[src/rtl/sparse_index_sequencer_if.sv]
// sparse_index_sequencer_if
// Handshake and data bundle between an upstream block source, the sparse
// index sequencer and the downstream mux/multiplier.
//   in_valid/in_ready   : block handshake (source -> sequencer)
//   in_act_data         : BLOCK_NUMBER activations, element i at [DW*(i+1)-1 : DW*i]
//   in_bitmap           : bit i set means weight i is nonzero
//   in_weight_data      : packed nonzero weights, slot k = k-th set bitmap bit
//   out_valid/out_ready : beat handshake (sequencer -> downstream)
//   out_act_data        : held activation block
//   out_mask            : index of the current set bit
//   out_weight          : weight for out_mask
//   out_last            : last beat of the block
//   out_skip            : one-cycle pulse after an all-zero block is accepted
// modport master: the block source / beat consumer side.
// modport slave : the sequencer side.
interface sparse_index_sequencer_if #(
  parameter int DATA_WIDTH   = 8,
  parameter int BLOCK_NUMBER = 16
);
  logic                               in_valid;
  logic                               in_ready;
  logic [BLOCK_NUMBER*DATA_WIDTH-1:0] in_act_data;
  logic [BLOCK_NUMBER-1:0]            in_bitmap;
  logic [BLOCK_NUMBER*DATA_WIDTH-1:0] in_weight_data;
  logic                               out_valid;
  logic                               out_ready;
  logic [BLOCK_NUMBER*DATA_WIDTH-1:0] out_act_data;
  logic [3:0]                         out_mask;
  logic [DATA_WIDTH-1:0]              out_weight;
  logic                               out_last;
  logic                               out_skip;

  modport master (
    output in_valid, in_act_data, in_bitmap, in_weight_data, out_ready,
    input  in_ready, out_valid, out_act_data, out_mask, out_weight,
           out_last, out_skip
  );

  modport slave (
    input  in_valid, in_act_data, in_bitmap, in_weight_data, out_ready,
    output in_ready, out_valid, out_act_data, out_mask, out_weight,
           out_last, out_skip
  );
endinterface

[src/rtl/sparse_index_sequencer.sv]
// sparse_index_sequencer
// Accepts one block of activations with a nonzero-weight bitmap and packed
// nonzero weights, then emits one beat per set bitmap bit (lowest index
// first) carrying the select index, the matching weight and the held block.
// All-zero blocks are swallowed and flagged with a one-cycle out_skip pulse.
// Ports:
//   clk   : rising-edge clock
//   rst_n : asynchronous active-low reset
//   bus   : sparse_index_sequencer_if slave modport (block in, beats out)
module sparse_index_sequencer #(
  parameter int DATA_WIDTH   = 8,
  parameter int BLOCK_NUMBER = 16
) (
  input logic                     clk,
  input logic                     rst_n,
  sparse_index_sequencer_if.slave bus
);

  localparam int BUS_WIDTH = BLOCK_NUMBER * DATA_WIDTH;

  typedef enum logic {
    IDLE = 1'b0,
    RUN  = 1'b1
  } state_t;

  state_t                  state_q;
  logic [BLOCK_NUMBER-1:0] bitmap_q;
  logic [4:0]              k_q;
  logic [BUS_WIDTH-1:0]    act_q;
  logic [BUS_WIDTH-1:0]    weight_q;
  logic                    skip_q;

  logic [3:0]              lowest_idx;
  logic [DATA_WIDTH-1:0]   slot_weight;
  logic                    one_left;
  logic                    running;
  logic                    accept;
  logic                    beat_done;

  // Priority encoder over the remaining bitmap; scanning downwards lets the
  // lowest set bit win.
  always_comb begin
    lowest_idx = '0;
    for (int i = BLOCK_NUMBER - 1; i >= 0; i--) begin
      if (bitmap_q[i]) begin
        lowest_idx = 4'(i);
      end
    end
  end

  // k only reaches 16 after the final beat has been consumed, where no slot
  // exists; return zero there rather than wrapping to slot 0.
  assign slot_weight = k_q[4] ? '0 : weight_q[k_q[3:0]*DATA_WIDTH +: DATA_WIDTH];

  // Exactly one bit left: clearing the lowest set bit leaves nothing.
  assign one_left = (bitmap_q != '0) &&
                    ((bitmap_q & (bitmap_q - BLOCK_NUMBER'(1))) == '0);

  assign running   = (state_q == RUN);
  assign accept    = bus.in_valid & bus.in_ready;
  assign beat_done = running & bus.out_ready;

  // Outputs come only from registers; in_ready alone looks at out_ready so a
  // new block can load on the final beat without a bubble.
  assign bus.out_valid    = running;
  assign bus.out_mask     = running ? lowest_idx : '0;
  assign bus.out_weight   = running ? slot_weight : '0;
  assign bus.out_last     = running & one_left;
  assign bus.out_act_data = act_q;
  assign bus.out_skip     = skip_q;
  assign bus.in_ready     = ~running | (bus.out_ready & one_left);

  // Block load has priority: in RUN it can only happen together with the
  // last handshake, so the finishing block needs no further update.
  always_ff @(posedge clk or negedge rst_n) begin
    if (!rst_n) begin
      state_q  <= IDLE;
      bitmap_q <= '0;
      k_q      <= '0;
      act_q    <= '0;
      weight_q <= '0;
      skip_q   <= 1'b0;
    end else begin
      skip_q <= accept && (bus.in_bitmap == '0);
      if (accept) begin
        act_q    <= bus.in_act_data;
        bitmap_q <= bus.in_bitmap;
        weight_q <= bus.in_weight_data;
        k_q      <= '0;
        state_q  <= (bus.in_bitmap != '0) ? RUN : IDLE;
      end else if (beat_done) begin
        bitmap_q <= bitmap_q & (bitmap_q - BLOCK_NUMBER'(1));
        k_q      <= k_q + 5'd1;
        if (one_left) begin
          state_q <= IDLE;
        end
      end
    end
  end

endmodule

[src/flat_wrapper.sv]
// flat-port wrapper written by rule: the top's interface ports become plain ports
module sparse_index_sequencer_flat 
#(
  parameter int DATA_WIDTH   = 8,
  parameter int BLOCK_NUMBER = 16
)
  (clk, rst_n, bus_in_valid, bus_in_act_data, bus_in_bitmap, bus_in_weight_data, bus_out_ready, bus_in_ready, bus_out_valid, bus_out_act_data, bus_out_mask, bus_out_weight, bus_out_last, bus_out_skip);
  sparse_index_sequencer_if #(.DATA_WIDTH(DATA_WIDTH), .BLOCK_NUMBER(BLOCK_NUMBER)) bus_i ();
  input logic clk;
  input logic rst_n;
  input wire logic [$bits(bus_i.in_valid)-1:0] bus_in_valid;
  input wire logic [$bits(bus_i.in_act_data)-1:0] bus_in_act_data;
  input wire logic [$bits(bus_i.in_bitmap)-1:0] bus_in_bitmap;
  input wire logic [$bits(bus_i.in_weight_data)-1:0] bus_in_weight_data;
  input wire logic [$bits(bus_i.out_ready)-1:0] bus_out_ready;
  output wire logic [$bits(bus_i.in_ready)-1:0] bus_in_ready;
  output wire logic [$bits(bus_i.out_valid)-1:0] bus_out_valid;
  output wire logic [$bits(bus_i.out_act_data)-1:0] bus_out_act_data;
  output wire logic [$bits(bus_i.out_mask)-1:0] bus_out_mask;
  output wire logic [$bits(bus_i.out_weight)-1:0] bus_out_weight;
  output wire logic [$bits(bus_i.out_last)-1:0] bus_out_last;
  output wire logic [$bits(bus_i.out_skip)-1:0] bus_out_skip;
  assign bus_i.in_valid = bus_in_valid;
  assign bus_i.in_act_data = bus_in_act_data;
  assign bus_i.in_bitmap = bus_in_bitmap;
  assign bus_i.in_weight_data = bus_in_weight_data;
  assign bus_i.out_ready = bus_out_ready;
  assign bus_in_ready = bus_i.in_ready;
  assign bus_out_valid = bus_i.out_valid;
  assign bus_out_act_data = bus_i.out_act_data;
  assign bus_out_mask = bus_i.out_mask;
  assign bus_out_weight = bus_i.out_weight;
  assign bus_out_last = bus_i.out_last;
  assign bus_out_skip = bus_i.out_skip;
  sparse_index_sequencer #(.DATA_WIDTH(DATA_WIDTH), .BLOCK_NUMBER(BLOCK_NUMBER)) u_core (.clk(clk), .rst_n(rst_n), .bus(bus_i));
endmodule
[config.mk]
export PLATFORM = sky130hd
export DESIGN_NAME = sparse_index_sequencer_flat
export DESIGN_NICKNAME = d
export VERILOG_FILES = /design/src/rtl/sparse_index_sequencer_if.sv /design/src/rtl/sparse_index_sequencer.sv /design/src/flat_wrapper.sv
export SDC_FILE = /design/constraint.sdc
export NUM_CORES = 1
export LEC_CHECK = 0
export CAP_MARGIN = 25
export CELL_PAD_IN_SITES_DETAIL_PLACEMENT = 0
export CELL_PAD_IN_SITES_GLOBAL_PLACEMENT = 2
export CORE_UTILIZATION = 28
export DETAILED_ROUTE_END_ITERATION = 10
export PLACE_DENSITY = 0.76
export SLEW_MARGIN = 20
export SYNTH_ARGS = -nofsm -noshare
export SYNTH_HDL_FRONTEND = slang
export SYNTH_SLANG_ARGS = --single-unit
export TNS_END_PERCENT = 1
[constraint.sdc]
create_clock -name clk -period 6.1 [get_ports clk]
set_clock_uncertainty 0.1 [all_clocks]
set_input_delay 0.915 -clock clk [delete_from_list [all_inputs] [get_ports clk]]
set_output_delay 0.915 -clock clk [all_outputs]
set_load 0.05 [all_outputs]
# Word-level counts from Yosys, hierarchy flattened
# Cells that the tools add are included.
# word_totals
inputBits	276
regBits	279
wordCells	52
# classes
muxes	27
n_reduce_logical	9
n_shift	1
n_bitwise	7
n_addsub	2
# op_table
cell	count
$shiftx A128 B8 Y8	1
$mux W4	17
$logic_not A16 Y1	2
$mux W16	2
$reduce_bool A16 Y1	2
$and A16 B16 Y16	1
$mux W8	2
$sub A16 B1 Y16 const B	1
$mux W5	2
$add A5 B1 Y5 const B	1
$and A1 B1 Y1	4
$mux W1	4
$reduce_bool A2 Y1	2
$logic_and A1 B1 Y1	2
$reduce_and A2 Y1	1
$not A1 Y1	1
$or A1 B1 Y1	1

# Longest topological paths before layout
# Gate-level depths: netlist (run 1).
# depth
ltp_word	17
depth_mapped	10
depth_no_buf	6

# Least setup slack after synthesis (run 1)
# OpenSTA, ideal clock, no wires.
# synth_path
kind	register to output
startpoint	reg u_core.state_q, in the netlist u_core.bus.out_valid
endpoint	out bus_out_mask[0]
required_time_ns	5.085
path_buffers	0
stages_incl_launch_ff	3
t_arrival_ns	3.515
path_slack_ns	1.570
cell_sequence	dfrtp_1 > clkinv_1 > a2111oi_0
# synth_between
elab_chain_len	1
# synth_rtl
element	line	rtl
from (decl)	sparse_index_sequencer.sv:26	state_t state_q;
from (signal assigned)	sparse_index_sequencer.sv:90	state_q <= (bus.in_bitmap != '0) ? RUN : IDLE;
$mux W4	sparse_index_sequencer.sv:66	assign bus.out_mask = running ? lowest_idx : '0;
to (decl)	flat_wrapper.sv:19	output wire logic [$bits(bus_i.out_mask)-1:0] bus_out_mask;
# Every way passes these cells.

# Worst setup path after layout (run 1)
# layout_path
startpoint	reg u_core.bitmap_q[3]
endpoint	out bus_out_last
# layout_between
elab_chain_len	5
word_cells_on_any_way	6
classes_between	add/sub: 1; bitwise: 2; reduce/logical: 3
# layout_rtl
element	line	rtl
from (decl)	sparse_index_sequencer.sv:27	logic [BLOCK_NUMBER-1:0] bitmap_q;
from (signal assigned)	sparse_index_sequencer.sv:87	bitmap_q <= bus.in_bitmap;
from (signal assigned)	sparse_index_sequencer.sv:92	bitmap_q <= bitmap_q & (bitmap_q - BLOCK_NUMBER'(1));
$sub A16 B1 Y16	sparse_index_sequencer.sv:57	((bitmap_q & (bitmap_q - BLOCK_NUMBER'(1))) == '0);
$and A16 B16 Y16	sparse_index_sequencer.sv:57	
$logic_not A16 Y1	sparse_index_sequencer.sv:57	
$logic_and A1 B1 Y1 (*)	sparse_index_sequencer.sv:56	assign one_left = (bitmap_q != '0) &&
$and A1 B1 Y1 (*)	sparse_index_sequencer.sv:68	assign bus.out_last = running & one_left;
to (decl)	flat_wrapper.sv:21	output wire logic [$bits(bus_i.out_last)-1:0] bus_out_last;
# Every way passes the cells marked *; elsewhere a longest branch is shown, timed or not.

==> reports/metrics.yaml, run 1 <==
crit_path_start_kind: "register"
clk_path_buf_depth: 3
netlist_area_sq_um: 12100
final_common_cell: "clkdlybuf4s50_1"
grt_pass1_wl_mm: 56.9
globalplace.congestion: 0.859
most-common-layout-cells: "clkdlybuf4s50_1, dfrtp_1, mux2_1"
grt_usage: 0.173
io_buffers: 419
cts-root-buf: "clkbuf_16"
coreArea_sq_um: 42300
cts_max_level: 2
slew_violations: 0
fin_crit_ns: 4.86
whs_ns: 0.334
boundaryPins: 420
worstMarginPinSlew_ns: 1.01
ff2ff_path_depth: 8
cts_tree: "built"
yosys_warnings: 0
placed_area_sq_um: 16900
status: "finished, final reports clean"
clock-sinks: 279
grt_pass1_vias: 8866
r2r_setup_slack_ns: 2.11
synth_seq_cells: 279
drive_gt1_frac: 0.138
synth_cells: 803
start_util: 0.287
reg2reg_from: "u_core.bitmap_q[3]"
dieArea_sq_um: 44200
cp_max_fo: 8
rows: 75
finalHoldViolations: 0
r2r-end: "u_core.bus.out_act_data[38]"
power.density_nw_per_um2: 653
fillers: 3970
period_share: 0.796
via_per_inst: 4.57
fin_area_sq_um: 18100
drtAntennaViolNets: 0
finalSetupViolations: 0
fin_nets: 1493
clock_latency_ns: 0.52
worst_setup_path_end_kind: "primary output"
syn_avg_cell_area_sq_um: 15.1
overflow: 0
routedWlPerCell_microns: 20.7
crit_arrival_ns: 3.84
ys_seq_area_frac: 0.575
clock.fmax_mhz: 206
ctsResizeCount: 0
dp_hpwl_mm: 27.7
p_leak_uw: 0.00741
drtPass1Iterations: 4
drc: 0
crit_required_ns: 5.08
cap_violations: 0
ys.flop_type: "dfrtp_1"
hold_buffers: 0
synth_edf_count: 0
yosysUniqueCellTypes: 46
clk_pin_slew_ns: 0.05
drtIter0Drc: 221
area_growth_pct: 49.3
ir_drop_mv: 0.332
cts_made_buffers: 35
grt_max_degree: 126
setup_tns_ns: 0
vias: 8336
relSlewSlack: 0.321
postCtsSetupBuffers: 0
die_x_microns: 210
antenna_found_initial: 6
die_h_microns: 210
rsz0062_at_grt: "no"
routed_wl_mm: 37.8
critical_path_class: "register to primary output"
async_flop_share: 1.00
hp-class: "primary input to async pin"
fin_util: 0.428
syn_nets: 1080
## power by group
group | leakage (uW) | total, uW | switching [uW] | internal, uW
Clock | 0.000585 | 2130 | 816 | 1320
Combinational | 0.00345 | 6260 | 3620 | 2630
Sequential | 0.00338 | 3450 | 650 | 2800
## cell usage after synthesis (2+ instances only)
cell	instances	share of area
a2111oi_0	2	0.0014
a211oi_1	3	0.0019
a21o_1	2	0.0012
a21oi_1	7	0.0029
a31oi_1	3	0.0015
buf_1	4	0.0012
buf_2	6	0.0025
buf_4	12	0.0074
buf_6	10	0.0093
clkbuf_1	22	0.0068
dfrtp_1	279	0.58
inv_1	14	0.0043
mux2_1	196	0.18
mux2_2	61	0.057
mux2i_1	5	0.0041
mux4_2	40	0.074
nand2_1	14	0.0043
nand2b_1	2	0.0010
nand3_1	7	0.0029
nand4_1	4	0.0021
nor2_1	17	0.0053
nor2b_1	11	0.0057
nor3_1	10	0.0041
nor4_1	13	0.0067
o211ai_1	6	0.0037
o21ai_0	19	0.0078
o311ai_0	4	0.0029
o31ai_1	5	0.0031
or2_2	2	0.0010
or4_1	5	0.0031
xor2_1	3	0.0022
## final cells by class
class / instances / area (sq um) / area share
Sequential cell: 279 / 6990 / 0.386
Multi-Input combinational cell: 455 / 4770 / 0.263
Timing Repair Buffer: 430 / 4380 / 0.242
Clock buffer: 58 / 1100 / 0.0609
Tap cell: 577 / 722 / 0.0398
Clock inverter: 5 / 90.1 / 0.00497
Inverter: 15 / 56.3 / 0.00311
Antenna cell: 5 / 12.5 / 0.000691
## worst max-delay path by stage
stage	startpoint	endpoint	slack (ns)
3_5_place_dp	u_core.bitmap_q[3]	bus_out_last	1.78
4_1_cts	u_core.bitmap_q[3]	bus_out_last	1.19
6_report	u_core.bitmap_q[3]	bus_out_last	1.24
5_1_grt	u_core.bitmap_q[3]	bus_out_last	1.07
3_3_place_gp	u_core.bitmap_q[3]	bus_out_last	1.76
2_1_floorplan	u_core.bus.out_valid	bus_out_mask[0]	1.57
## flip-flops by register name, indices dropped and copies added (netlist names)
signal,count
u_core.bus.out_valid,1
u_core.bus.out_skip,1
u_core.weight_q,128
u_core.bus.out_act_data,128
u_core.k_q,5
u_core.bitmap_q,16
## through the flow
stage                     total power (uW)  setup slack [ns]  cells
after floorplan                       7590              1.57    803
after global placement                9750              1.76   1754
after detailed placement              9820              1.78   1756
after CTS                            12000              1.19   1819
after global routing                 12500              1.07   1822
final                                11800              1.24   1824
## per-layer routing
| metal | vias to the layer above | GRT usage | share of wire |
|---|---|---|---|
| met5 | - | 0 | 0 |
| met4 | 0 | 0.0702 | 0.028 |
| met3 | 51 | 0.0462 | 0.064 |
| met2 | 232 | 0.289 | 0.50 |
| met1 | 4255 | 0.213 | 0.41 |
| li1 | 3798 | - | - |
## worst max-delay path, stage by stage (launching register included)
cell and delay (ns):
dfrtp_1 0.45, or4_1 0.64, o31a_1 0.27, o32a_1 0.20, or4_1 0.69, nor3_1 0.23, clkdlybuf4s50_1 0.84
## kinds of logic after synthesis
family,Yosys count,synth area share
xor gates and xnor gates,3,0.00217
DFF,279,0.575
muxes,302,0.317
AOI/OAI and AO/OA,60,0.0343
buffers and inverters,69,0.0319
adders and majority gates,2,0.00186
and+or+nand+nor,88,0.0378
(Power assumes the default switching activity.)
==> run 2: changes to the inputs <==
Clock period 6.1 ns to 4.8 ns, I/O delays scaled along.
==> reports/metrics.yaml, run 2 (synthesis results as in run 1) <==
status: "finished, final reports clean"  # unchanged
clock-sinks: 279  # unchanged
cap_violations: 0  # unchanged
io_buffers: 419  # unchanged
cts_made_buffers: 35  # unchanged
grt_usage: 0.169  # was 0.173
final_common_cell: "clkdlybuf4s50_1"  # unchanged
setup_tns_ns: 0  # unchanged
routedWlPerCell_microns: 20.3  # was 20.7 microns
area_growth_pct: 48.5  # was 49.3%
grt_pass1_vias: 8886  # was 8866
cp_max_fo: 12  # was 8
drtIter0Drc: 306  # was 221
crit_required_ns: 3.98  # was 5.08 ns
cts_tree: "built"  # unchanged
setup.worst_path.start: "u_core.bitmap_q[9]"  # was u_core.bitmap_q[3]
p_leak_uw: 0.00738  # was 0.00741 uW
slew_violations: 0  # unchanged
clk_path_buf_depth: 3  # unchanged
reg2reg_from: "u_core.bitmap_q[3]"  # unchanged
dp_hpwl_mm: 27.0  # was 27.7 mm
crit_path_start_kind: "register"  # unchanged
dieArea_sq_um: 44200  # unchanged
worstMarginPinSlew_ns: 0.945  # was 1.01 ns
overflow: 0  # unchanged
vias: 8337  # was 8336
clk_pin_slew_ns: 0.06  # was 0.05 ns
cts_max_level: 2  # unchanged
rsz0062_at_grt: "no"  # unchanged
coreArea_sq_um: 42300  # unchanged
fin_crit_ns: 4.58
most-common-layout-cells: "clkdlybuf4s50_1, dfrtp_1, mux2_1"  # unchanged
whs_ns: 0.154  # was 0.334 ns
drc: 0  # unchanged
antenna_found_initial: 6  # unchanged
routed_wl_mm: 36.8  # was 37.8 mm
drtAntennaViolNets: 0  # unchanged
die_x_microns: 210  # unchanged
crit_arrival_ns: 3.76  # was 3.84 ns
p_total_uw: 14900  # was 11800 uW
relSlewSlack: 0.367  # was 0.321
power.density_nw_per_um2: 827  # was 653 nW/um^2
boundaryPins: 420  # unchanged
via_per_inst: 4.58  # was 4.57
ir_drop_mv: 0.516  # was 0.332 mV
start_util: 0.287  # unchanged
drtPass1Iterations: 4  # unchanged
placed_area_sq_um: 16900  # about the same
drive_gt1_frac: 0.137  # was 0.138
cts-root-buf: "clkbuf_16"  # unchanged
finalHoldViolations: 0  # unchanged
fin_nets: 1493  # unchanged
hp-class: "primary input to async pin"  # unchanged
finalSetupViolations: 0  # unchanged
period_share: 0.953
clock_latency_ns: 0.53  # was 0.52 ns
postCtsSetupBuffers: 0  # unchanged
globalplace.congestion: 0.842  # was 0.859
fillers: 3955  # was 3970
grt_max_degree: 106  # was 126
die_h_microns: 210  # unchanged
rows: 75  # unchanged
fin_util: 0.426  # was 0.428
grt_pass1_wl_mm: 56.0  # was 56.9 mm
fin_area_sq_um: 18000  # was 18100 sq um
clock.fmax_mhz: 219
critical_path_class: "register to primary output"  # unchanged
worst_setup_path_end_kind: "primary output"  # unchanged
## run 2: layer usage
metal	wire length, microns	global-route usage	vias up
met5	36	0	-
li1	-	-	3791
met1	15500	0.211	4243
met2	17800	0.278	238
met4	999	0.0634	6
met3	2510	0.0502	59
## run 2: per-stage QoR
step,setup WS [ns],cells
global placement,0.676,1756
CTS,0.0594,1818
global route,0.0611,1819
detailed placement,0.659,1756
floorplan,0.465,803
finish,0.224,1819
## run 2: path summary, 6_finish.rpt
check	endpoint	slack [ns]	depth (start not counted)
worst min-delay path	u_core.bus.out_act_data[24]	0.15	1
max in group asynchronous	u_core.bus.out_act_data[3]	3.46	2
min in group clk	u_core.weight_q[51]	0.38	1
worst max-delay path	bus_in_ready	0.22	7
worst min register to register	u_core.weight_q[51]	0.38	1
worst max register to register	u_core.bus.out_act_data[85]	0.82	8
## run 2: area by class of cell
| cell class | count | area [sq um] | area share |
|---|---|---|---|
| antenna | 1 | 2.50 | 0.000139 |
| clock inverter | 8 | 82.6 | 0.00458 |
| multi-input combinational | 455 | 4780 | 0.265 |
| clock buffer | 54 | 1030 | 0.0571 |
| sequential | 279 | 6990 | 0.388 |
| tap | 577 | 722 | 0.0401 |
| inverter | 15 | 56.3 | 0.00312 |
| timing repair buffer | 430 | 4370 | 0.243 |
## run 2: repair_timing
item | in CTS | in global routing
hold buffers | 0 | 0
setup endpoints to repair | 0 | 1
resized for setup | 0 | 2
## run 2: power breakdown
group          switching, uW  total, uW  internal [uW]
Combinational           4650       7980           3330
Sequential               808       4360           3550
Clock                   1030       2560           1530
Total                   6490      14900           8410
## run 2: worst max-delay path, stage by stage, from the launching register on
cell and delay (ns):
dfrtp_1 0.50, or4_1 0.60, or4_1 0.43, o21ai_0 0.30, o221a_2 0.28, nand3_1 0.17, nand2_1 0.13, clkdlybuf4s50_1 0.82
==> run 3: changes to the inputs <==
Settings changed: CTS_BUF_LIST set to sky130_fd_sc_hd__clkbuf_4 sky130_fd_sc_hd__clkbuf_8.
==> reports/metrics.yaml, run 3 (synthesis results as in run 1) <==
status: "finished, final reports clean"  # unchanged
p_leak_uw: 0.00746  # was 0.00738 uW
clk_pin_slew_ns: 0.06  # about the same
boundaryPins: 420  # unchanged
cap_violations: 0  # unchanged
slew_violations: 0  # unchanged
clock-sinks: 279  # unchanged
drtPass1Iterations: 4  # unchanged
finalHoldViolations: 0  # unchanged
path_cells: "mux4_2 -> mux4_2 -> nor2b_1 -> clkdlybuf4s50_1"  # was or4_1 -> or4_1 -> o21ai_0 -> o221a_2 -> nand3_1 -> nand2_1 -> clkdlybuf4s50_1
fin_crit_ns: 4.50  # was 4.58 ns
drtIter0Drc: 339  # was 306
ir_drop_mv: 0.490  # was 0.516 mV
postCtsSetupBuffers: 0  # unchanged
dp_cells: 1756  # unchanged
vias: 8432  # was 8337
setup_slack_ns: 0.304  # was 0.224 ns
routed_wl_mm: 37.1  # was 36.8 mm
dp_hpwl_mm: 27.0  # unchanged
globalplace.congestion: 0.842  # unchanged
cts-root-buf: "clkbuf_8"  # was clkbuf_16
routedWlPerCell_microns: 20.0  # was 20.3 microns
via_per_inst: 4.55  # was 4.58
drive_gt1_frac: 0.168  # was 0.137
overflow: 0  # unchanged
p_total_uw: 14800  # was 14900 uW
grt_max_degree: 106  # unchanged
power.density_nw_per_um2: 821  # was 827 nW/um^2
worst_setup_path_end_kind: "primary output"  # unchanged
fin_nets: 1509  # was 1493
rows: 75  # unchanged
instances_no_fill: 1852  # was 1819
final_common_cell: "clkdlybuf4s50_1"  # unchanged
grt_pass1_wl_mm: 56.6  # was 56.0 mm
clock_latency_ns: 0.62  # was 0.53 ns
die_x_microns: 210  # unchanged
start_util: 0.287  # unchanged
relSlewSlack: 0.332  # was 0.367
crit_required_ns: 3.98  # about the same
clk_path_buf_depth: 3  # unchanged
place_ws_ns: 0.659  # unchanged
grt_pass1_vias: 9048  # was 8886
clock.fmax_mhz: 222  # was 219 MHz
coreArea_sq_um: 42300  # unchanged
cts_tree: "built"  # unchanged
drtAntennaViolNets: 0  # unchanged
antenna_found_initial: 6  # unchanged
critical_path_class: "register to primary output"  # unchanged
dieArea_sq_um: 44200  # unchanged
drc: 0  # unchanged
crit_slowest_cell: "dfrtp_4"  # was clkdlybuf4s50_1
grt_usage: 0.171  # was 0.169
rsz0062_at_grt: "no"  # unchanged
cp_common_cell: "mux4_2"  # was or4_1
worstMarginPinSlew_ns: 0.998  # was 0.945 ns
fin_util: 0.426  # about the same
cpPeakStageDelay_ns: 0.97  # was 0.82 ns
crit_path_start_kind: "register"  # unchanged
crit_arrival_ns: 3.68  # was 3.76 ns
finalSetupViolations: 0  # unchanged
cts_made_buffers: 51  # was 35
period_share: 0.937  # was 0.953
cts_max_level: 2  # unchanged
most-common-layout-cells: "clkdlybuf4s50_1, dfrtp_1, mux2_1"  # unchanged
io_buffers: 419  # unchanged
setup_tns_ns: 0  # unchanged
cp_max_fo: 36  # was 12
hp-class: "primary input to async pin"  # unchanged
area_growth_pct: 48.7  # was 48.5%
die_h_microns: 210  # unchanged
## run 3: changes by cell type in the layout (fill, tap and decap cells not counted), moves of 12 or more
| cell | before | now |
|---|---|---|
| clkbuf_16 | 36 | 0 |
| clkbuf_8 | 6 | 61 |
| clkbuf_4 | 0 | 25 |
| clkbuf_1 | 12 | 0 |
## run 3: layout make-up
| cell class | instances | area, sq um |
|---|---|---|
| Multi-Input combinational cell | 455 | 4770 |
| Sequential cell | 279 | 6990 |
| Clock inverter | 9 | 113 |
| Tap cell | 577 | 722 |
| Timing Repair Buffer | 430 | 4370 |
| Clock buffer | 86 | 1030 |
| Fill cell | 3958 | 24300 |
| Antenna cell | 1 | 2.50 |
| Inverter | 15 | 56.3 |
## run 3: worst max-delay path, delay by kind of cell (launching register included)
family,cells,cell delay (ns)
multiplexers,2,1.13
flip-flops,1,0.97
buffers and inverters,1,0.77
AND/OR/NAND/NOR,1,0.15
## run 3: final timing paths
kind | start | end | slack, ns | cells after the start
worst min-delay path | rst_n | u_core.bus.out_act_data[24] | 0.04 | 1
worst max-delay path | u_core.k_q[0] | bus_out_weight[5] | 0.30 | 4
worst min register to register | u_core.weight_q[51] | u_core.weight_q[51] | 0.38 | 1
worst max register to register | u_core.bitmap_q[3] | u_core.bus.out_act_data[85] | 0.85 | 8
min in group clk | u_core.weight_q[51] | u_core.weight_q[51] | 0.38 | 1
max in group asynchronous | rst_n | u_core.bus.out_act_data[3] | 3.54 | 2
## run 3: repair_timing
item	CTS	global route
resized for setup	1	1
hold buffers	0	0
endpoints found under the setup margin	1	1
## run 3: report_power, final
part	switching [uW]	internal [uW]	leakage, uW	total, uW
combinational	4640	3320	0.00347	7960
clock	1040	1460	0.000614	2500
sequential	808	3550	0.00338	4360
total	6490	8330	0.00746	14800
## run 3: metal layers
layer,vias up,GRT usage,part of all wire
li1,3838,-,-
met1,4259,0.208,0.41
met2,258,0.281,0.48
met3,71,0.0600,0.076
met4,6,0.0599,0.027
met5,-,0,0.00094
## run 3: through the flow
stage / hold WS, ns / area (sq um)
2_1_floorplan: 0.324 / 12100
3_3_place_gp: 0.362 / 16900
3_5_place_dp: 0.371 / 16900
4_1_cts: 0.0279 / 18000
5_1_grt: 0.0512 / 18000
6_report: 0.0428 / 18000
